===== src/rtl/hazard_scoreboard.sv =====
// Issue-stage register hazard scoreboard: per-register pending write counters,
// issue/stall decision, stall statistics and a sticky deadlock watchdog.
`timescale 1ns/1ps

//  state | meaning
//  FLUSH | post-reset settle window (2 cycles); nothing issues
//  RUN   | normal issue; presented instruction issues unless hazarded
//  STALL | previous cycle stalled; instruction is being re-presented
module hazard_scoreboard #(
    parameter int NREG        = 8,
    parameter int AW          = 3,
    parameter int STALL_LIMIT = 15
) (
    input  logic            clock,
    input  logic            reset,
    input  logic            instv,
    input  logic [AW-1:0]   src1,
    input  logic [AW-1:0]   src2,
    input  logic            src1_rd,
    input  logic            src2_rd,
    input  logic [AW-1:0]   dst,
    input  logic            wr_en,
    input  logic            wb_wr_en,
    input  logic [AW-1:0]   wb_dst,
    output logic            issue,
    output logic            stall,
    output logic [NREG-1:0] busy_map,
    output logic [15:0]     stall_cnt,
    output logic            deadlock_err
);

    typedef enum logic [1:0] {
        FLUSH = 2'd0,
        RUN   = 2'd1,
        STALL = 2'd2
    } state_t;

    localparam int RW = $clog2(STALL_LIMIT + 1);
    localparam logic [RW-1:0] RUN_MAX = RW'(STALL_LIMIT);

    state_t               state;
    state_t               state_nxt;
    logic                 flush_cnt;
    logic [NREG-1:0][1:0] pend;
    logic [NREG-1:0]      inc_hit;
    logic [NREG-1:0]      wb_hit;
    logic                 hazard;
    logic                 stall_counted;
    logic [RW-1:0]        run_cnt;
    logic [RW-1:0]        run_nxt;

    // Hazards look only at registered counters; a write-back this cycle
    // releases the consumer on the following cycle.
    always_comb begin
        hazard = (src1_rd && (pend[src1] != 2'd0))
               | (src2_rd && (pend[src2] != 2'd0))
               | (wr_en   && (pend[dst]  == 2'd3));
    end

    always_ff @(posedge clock or posedge reset) begin
        if (reset) begin
            state <= FLUSH;
        end else begin
            state <= state_nxt;
        end
    end

    always_comb begin
        issue     = 1'b0;
        stall     = 1'b0;
        state_nxt = state;
        case (state)
            FLUSH: begin
                stall = instv;
                if (flush_cnt == 1'b0) begin
                    state_nxt = RUN;
                end
            end
            RUN: begin
                issue = instv & ~hazard;
                stall = instv & hazard;
                if (stall) begin
                    state_nxt = STALL;
                end
            end
            STALL: begin
                issue = instv & ~hazard;
                stall = instv & hazard;
                if (!stall) begin
                    state_nxt = RUN;
                end
            end
            default: begin
                stall     = instv;
                state_nxt = FLUSH;
            end
        endcase
        if (reset) begin
            issue = 1'b0;
            stall = instv;
        end
    end

    // FLUSH window timer: loaded whenever outside FLUSH, counts down inside it.
    always_ff @(posedge clock or posedge reset) begin
        if (reset) begin
            flush_cnt <= 1'b1;
        end else if (state != FLUSH) begin
            flush_cnt <= 1'b1;
        end else if (flush_cnt != 1'b0) begin
            flush_cnt <= flush_cnt - 1'b1;
        end
    end

    always_comb begin
        for (int i = 0; i < NREG; i++) begin
            inc_hit[i] = issue && wr_en && (dst == AW'(i));
            wb_hit[i]  = wb_wr_en && (wb_dst == AW'(i));
            busy_map[i] = (pend[i] != 2'd0);
        end
    end

    // Simultaneous issue and write-back to one register cancel out.
    always_ff @(posedge clock or posedge reset) begin
        if (reset) begin
            pend <= '0;
        end else begin
            for (int i = 0; i < NREG; i++) begin
                if (inc_hit[i] && !wb_hit[i]) begin
                    if (pend[i] != 2'd3) begin
                        pend[i] <= pend[i] + 2'd1;
                    end
                end else if (wb_hit[i] && !inc_hit[i]) begin
                    if (pend[i] != 2'd0) begin
                        pend[i] <= pend[i] - 2'd1;
                    end
                end
            end
        end
    end

    assign stall_counted = stall && (state != FLUSH);

    always_ff @(posedge clock or posedge reset) begin
        if (reset) begin
            stall_cnt <= '0;
        end else if (stall_counted && (stall_cnt != 16'hFFFF)) begin
            stall_cnt <= stall_cnt + 16'd1;
        end
    end

    always_comb begin
        run_nxt = '0;
        if ((state == STALL) && stall) begin
            run_nxt = (run_cnt == RUN_MAX) ? run_cnt : run_cnt + 1'b1;
        end
    end

    always_ff @(posedge clock or posedge reset) begin
        if (reset) begin
            run_cnt      <= '0;
            deadlock_err <= 1'b0;
        end else begin
            run_cnt <= run_nxt;
            if (run_nxt == RUN_MAX) begin
                deadlock_err <= 1'b1;
            end
        end
    end

endmodule

===== config.mk =====
export PLATFORM = sky130hd
export DESIGN_NAME = hazard_scoreboard
export DESIGN_NICKNAME = d
export VERILOG_FILES = /design/src/rtl/hazard_scoreboard.sv
export SDC_FILE = /design/constraint.sdc
export NUM_CORES = 1
export LEC_CHECK = 0
export CAP_MARGIN = 20
export CORE_ASPECT_RATIO = 2
export CORE_MARGIN = 2
export CORE_UTILIZATION = 49
export DETAILED_ROUTE_END_ITERATION = 12
export PLACE_DENSITY = 0.88
export SLEW_MARGIN = 20
export SYNTH_ARGS = -nofsm -noshare
export SYNTH_HDL_FRONTEND = slang
export SYNTH_SLANG_ARGS = --single-unit
export TNS_END_PERCENT = 5

===== constraint.sdc =====
create_clock -name clock -period 2.9 [get_ports clock]
set_input_delay 0.87 -clock clock [delete_from_list [all_inputs] [get_ports clock]]
set_output_delay 0.87 -clock clock [all_outputs]
set_load 0.01 [all_outputs]

# Word-level counts from Yosys, hierarchy flattened
# Cells that the tools add are included.
word_totals:
  mem_bits_ro: 0
  mem_bits_rw: 0
  elab_cells: 224
  memories: 0
  regBits: 40
  latch_bits: 0
classes:
  reduce_logical: 95
  n_shift: 0
  n_div: 0
  add_sub_neg: 19
  muxes: 50
  order_cmp: 3
  eq_ne: 39
  multipliers: 0
  bitwise_logic: 5
ops:
  columns: ["operator", "n"]
  rows:
  - ["2-bit two-way mux", 38]
  - ["2-bit nonzero test", 27]
  - ["1-bit logical AND", 39]
  - ["3-bit AND reduction", 9]
  - ["3-bit == test, second input constant", 8]
  - ["2-bit inequality test, second input constant", 11]
  - ["2-bit binary-select mux with 3-bit select", 3]
  - ["16-bit by 1-bit adder with 16-bit output, second input constant", 1]
  - ["2-bit by 1-bit adder with 2-bit output, second input constant", 8]
  - ["1-bit zero test", 16]
  - ["16-bit inequality test, second input constant", 1]
  - ["2-bit by 1-bit inequality test with 1-bit output, second input constant", 8]
  - ["2-bit by 1-bit subtractor with 2-bit output, second input constant", 8]
  - ["3-bit by 2-bit == test with 1-bit output, second input constant", 4]
  - ["3-bit by 4-bit less-than comparator with 1-bit output, second input constant", 3]
  - ["4-bit == test, second input constant", 2]
  - ["4-bit two-way mux", 2]
  - ["3-bit by 1-bit == test with 1-bit output, second input constant", 2]
  - ["3-bit zero test", 2]
  - ["1-bit two-way mux", 6]
  - ["2-bit one-hot mux with 3 select lines", 1]
  - ["4-bit by 1-bit adder with 4-bit output, second input constant", 1]
  - ["2-bit == test, second input constant", 2]
  - ["1-bit AND", 2]
  - ["6 further kinds", 7]

# Depth between registers and ports, before layout
logic_depth:
  depth_word: 16
  ltp_mapped: 8

# Least setup slack after synthesis
# Ideal clock, no wire load.
synth_path:
  path_kind: "input -> output"
  startpoint: "input src1[1]"
  endpoint: "output stall"
  path_buffers: 1
  path_stages: 6
  required_time_ps: 2030
  path_slack_ps: -126
  t_arrival_ps: 2156
  path_cell_list: "nor4b_1 -> a31oi_1 -> a32oi_2 -> a41o_2 -> buf_6 -> inv_1"
synth_between:
  elab_chain_len: 9
synth_rtl:
  columns: ["item", "line", "source"]
  rows:
  - ["start: declaration", "17", "input logic [AW-1:0] src1,"]
  - ["2-bit binary-select mux with 3-bit select", "55", "hazard = (src1_rd && (pend[src1] != 2'd0))"]
  - ["2-bit two-way mux (implied by the code)", "55", null]
  - ["2-bit nonzero test", "55", null]
  - ["1-bit logical AND", "55", null]
  - ["1-bit bitwise OR", "56", "| (src2_rd && (pend[src2] != 2'd0))"]
  - ["1-bit bitwise OR", "57", "| (wr_en && (pend[dst] == 2'd3));"]
  - ["1-bit AND", "81, 88", null]
  - ["1-bit two-way mux", null, null]
  - ["1-bit two-way mux", "98", "if (reset) begin"]
  - ["end: declaration", "26", "output logic stall,"]
# No other way between the ends. The select of a mux whose other input is x is not followed.

# Worst setup path after layout
layout_path:
  startpoint: "input src1[0]"
  endpoint: "output stall"
# Same word-level chain as after synthesis.

==> run summary <==
Status = finished, violations left
Failing checks = negative setup slack
Tcrit/Tclk final = 106%
Mapped cell area = 2840 um2
Sequential Area = 1000 um2
Ant. Diodes = 0
Vias in the first global route = 2950
CTS Hold Bufs = 0
Synth Area in XOR/XNOR = 5.25%
Overall routing resource usage = 26.8%
Synth Area in Simple Gates = 34.0%
Commonest non-fill, non-tap cell in the layout = buf_4
CTS tree = built
Largest family of logic cells by synthesized area = simple AND/OR/NAND/NOR gates
Leakage = 1.74 nW
Area used by multi-input combinational logic = 1870 um2
Core Area = 5660 um2
Nets = 440
Critical Setup Path Class = input port to primary output
Slowest stage delay, CP = 0.35 ns
Initial antenna violation count = 0
Layout cell share with drive strength beyond 1 = 27.3%
Top_reg_cell synth = dfrtp_1
# H-tree levels = 2
Layout fillers = 403
Total power per unit cell area = 694 nW/um2
Placed cell count = 464
Die area = 6450 um2
Endpoints failing setup = 2
WHS Path Cells = 1
Clock Path Buffers = 2
RSZ-0062 raised after global routing = yes
I/O Pins = 46
Minimum clock period = 3.09 ns
Clk_lat worst skew = 0.29 ns
Setup crit start kind = input port
Comb pwr share = 47.9%
Die height = 112 um
Setup ws final = -0.186 ns
Drt total wl = 8.28 mm
Worst Tran Pin Value = 0.558 ns
DRT antenna net count = 0
Final Max Slew Viols = 0
Slowest-stage cell, CP = a41o_4
Fin util = 71.0%
Starting DRT DRC Count = 98
Net Sw Frac = 38.4%
Crit path cell chain = dlygate4sd2_1 > nor4b_4 > a31oi_1 > a32oi_4 > a41o_4 > inv_4 > buf_6
First-pass GRT wire length = 13.5 mm
Via density = 5.99
Worst slew margin = 62.5%
CTS Buf Count = 5
Number of enable flip-flop cells after synthesis = 0
Yosys reg bits = 40
Clock Power Share = 20.0%
Post-Synth Adder-Cell Area = 2.21%
Grt total ovfl = 0
Post-Syn Instances = 319
Worst vdd ir = 0.573 mV
Net Sw Power = 1.07 mW
Sequential power share = 32.1%
Ys Warns = 0
Final GP Congestion = 0.961
Share of async-settable or async-resettable flops after synthesis = 100%
Placed inst area = 3720 um2
Max Clock Freq = 324 MHz
Total power = 2.79 mW
Hold Path Class = register to register
Non-Filler Instances = 478
Place WS = -0.979 ns
Critical path endpoint category = primary output
Avg Inst Size Synth = 8.89 um2
Internal power = 1.72 mW
Die X = 57.8 um
Fin Setup TNS = -0.354 ns
Compound-Gate Fraction of Synth Area = 17.0%
CP Data Required Time = 2.03 ns
Final hold vios = 0
Residual DRC count = 0
Detailed-route via count = 2863
Post-synthesis sequential area ratio = 35.3%
Worst Path Max Fanout = 3
Post-synth cell types = 65
P&R area growth vs syn = 41.6%
Worst r2r path cells = 8
Clock-pin slew on the worst setup and hold paths = 0.06 ns
Layout Skew = 0.00513 ns
Proportion of synthesized area in mux cells = 2.43%
DRT Pass-1 Iters = 6
Clk root buf = clkbuf_16
Total of max-cap violations = 0
Row cnt = 39
DR WL/cell = 17.3 um
Critical Path AT = 2.22 ns
Largest net degree at the start of global routing = 24
Total clock sinks = 40
Initial Util = 50.1%
DPL Wire Length = 6.00 mm
PortBufs = 45
Mapped Nets = 343
Worst hold margin = 0.480 ns
Final design instance area without fill = 4020 um2
Commonest cells after routing, fill and taps aside = buf_4 (46), dfrtp_1 (39), clkdlybuf4s50_1 (33), nand2_1 (32), nor2_1 (24)
## logic make-up after synthesis
logic type                 Yosys count
and+or+nand+nor                    167
adders and majority gates            5
muxes                                5
buffers and inverters               24
xor gates and xnor gates            17
AOI/OAI and AO/OA                   61
DFF                                 40
## synthesized netlist by cell type (2+ instances only)
cell / instances / area share [%]
and2_1: 5 / 1.1
o21ai_0: 8 / 1.4
buf_6: 2 / 0.79
o21bai_1: 7 / 1.9
nor3_1: 17 / 3.0
nand4_1: 7 / 1.5
a211o_1: 2 / 0.62
or2_4: 2 / 0.62
a311oi_1: 2 / 0.62
o31ai_1: 2 / 0.53
inv_1: 18 / 2.4
nand2b_1: 8 / 1.8
nor4b_1: 4 / 1.2
a211oi_1: 2 / 0.53
o21a_1: 2 / 0.53
clkbuf_1: 2 / 0.26
a21oi_1: 11 / 1.9
o211ai_1: 3 / 0.79
a32oi_2: 2 / 1.1
xor2_1: 12 / 3.7
buf_2: 2 / 0.35
o22ai_1: 2 / 0.44
nor3b_1: 9 / 2.4
nor2b_1: 7 / 1.5
nand3_1: 8 / 1.4
nor4_1: 6 / 1.3
a2bb2oi_1: 2 / 0.62
and3_1: 6 / 1.3
xnor2_1: 5 / 1.5
ha_1: 5 / 2.2
mux2i_1: 2 / 0.71
nor3_2: 6 / 2.1
a31oi_1: 4 / 0.88
nand2_1: 33 / 4.4
and4_1: 2 / 0.62
dfrtp_1: 39 / 34
nor2_1: 25 / 3.3
or2_2: 9 / 2.0
or3_1: 3 / 0.66
## path summary, 6_finish.rpt
kind / endpoint / startpoint / slack, ns
hold reg to reg: deadlock_err / deadlock_err / 0.48
hold / removal: deadlock_err / deadlock_err / 0.48
max in group asynchronous: flush_cnt / reset / 1.47
setup reg to reg: pend[0] / pend[4] / 0.50
setup / recovery: stall / src1[0] / -0.19
min in group asynchronous: run_cnt[2] / reset / 1.12
## registers in the layout, indices dropped and copies added, names as in the netlist
signal,flops
state,2
run_cnt,4
deadlock_err,1
pend,16
flush_cnt,1
stall_cnt,16
## final cells by class
| cell class | count | share of cell area (%) |
|---|---|---|
| Inverter | 18 | 1.74 |
| Clock inverter | 3 | 0.592 |
| Clock buffer | 5 | 3.11 |
| Sequential cell | 40 | 24.9 |
| Timing Repair Buffer | 96 | 21.2 |
| Multi-Input combinational cell | 255 | 46.5 |
| Tap cell | 61 | 1.90 |
## power groups by stage
stage,combinational [mW],sequential [mW],clock (mW)
5_1_grt,1.45,0.919,0.584
3_5_place_dp,1.26,0.893,0
4_1_cts,1.31,0.891,0.561
2_1_floorplan,0.642,0.923,0
3_3_place_gp,1.21,0.884,0
6_report,1.34,0.895,0.558
## routing by layer
layer	up-vias	GRT usage [%]	routed length (um)
met5	-	0	0
met1	1396	27.2	2820
li1	1353	-	-
met4	0	14.7	373
met3	32	3.25	254
met2	82	50.2	4830
## what timing repair did
| action | 4_1_cts | 5_1_grt |
|---|---|---|
| setup buffers | 4 | 3 |
| pin swaps | 5 | 7 |
| resized for setup | 31 | 23 |
| endpoints found under the setup margin | 10 | 2 |
## worst max-delay path: cells and delay by family
| family | cells | cell delay (ns) |
|---|---|---|
| AO/OA/AOI/OAI | 3 | 0.80 |
| AND/OR/NAND/NOR | 1 | 0.14 |
| buffers and inverters | 3 | 0.41 |
Note: power is estimated with default switching activity, not from simulation.
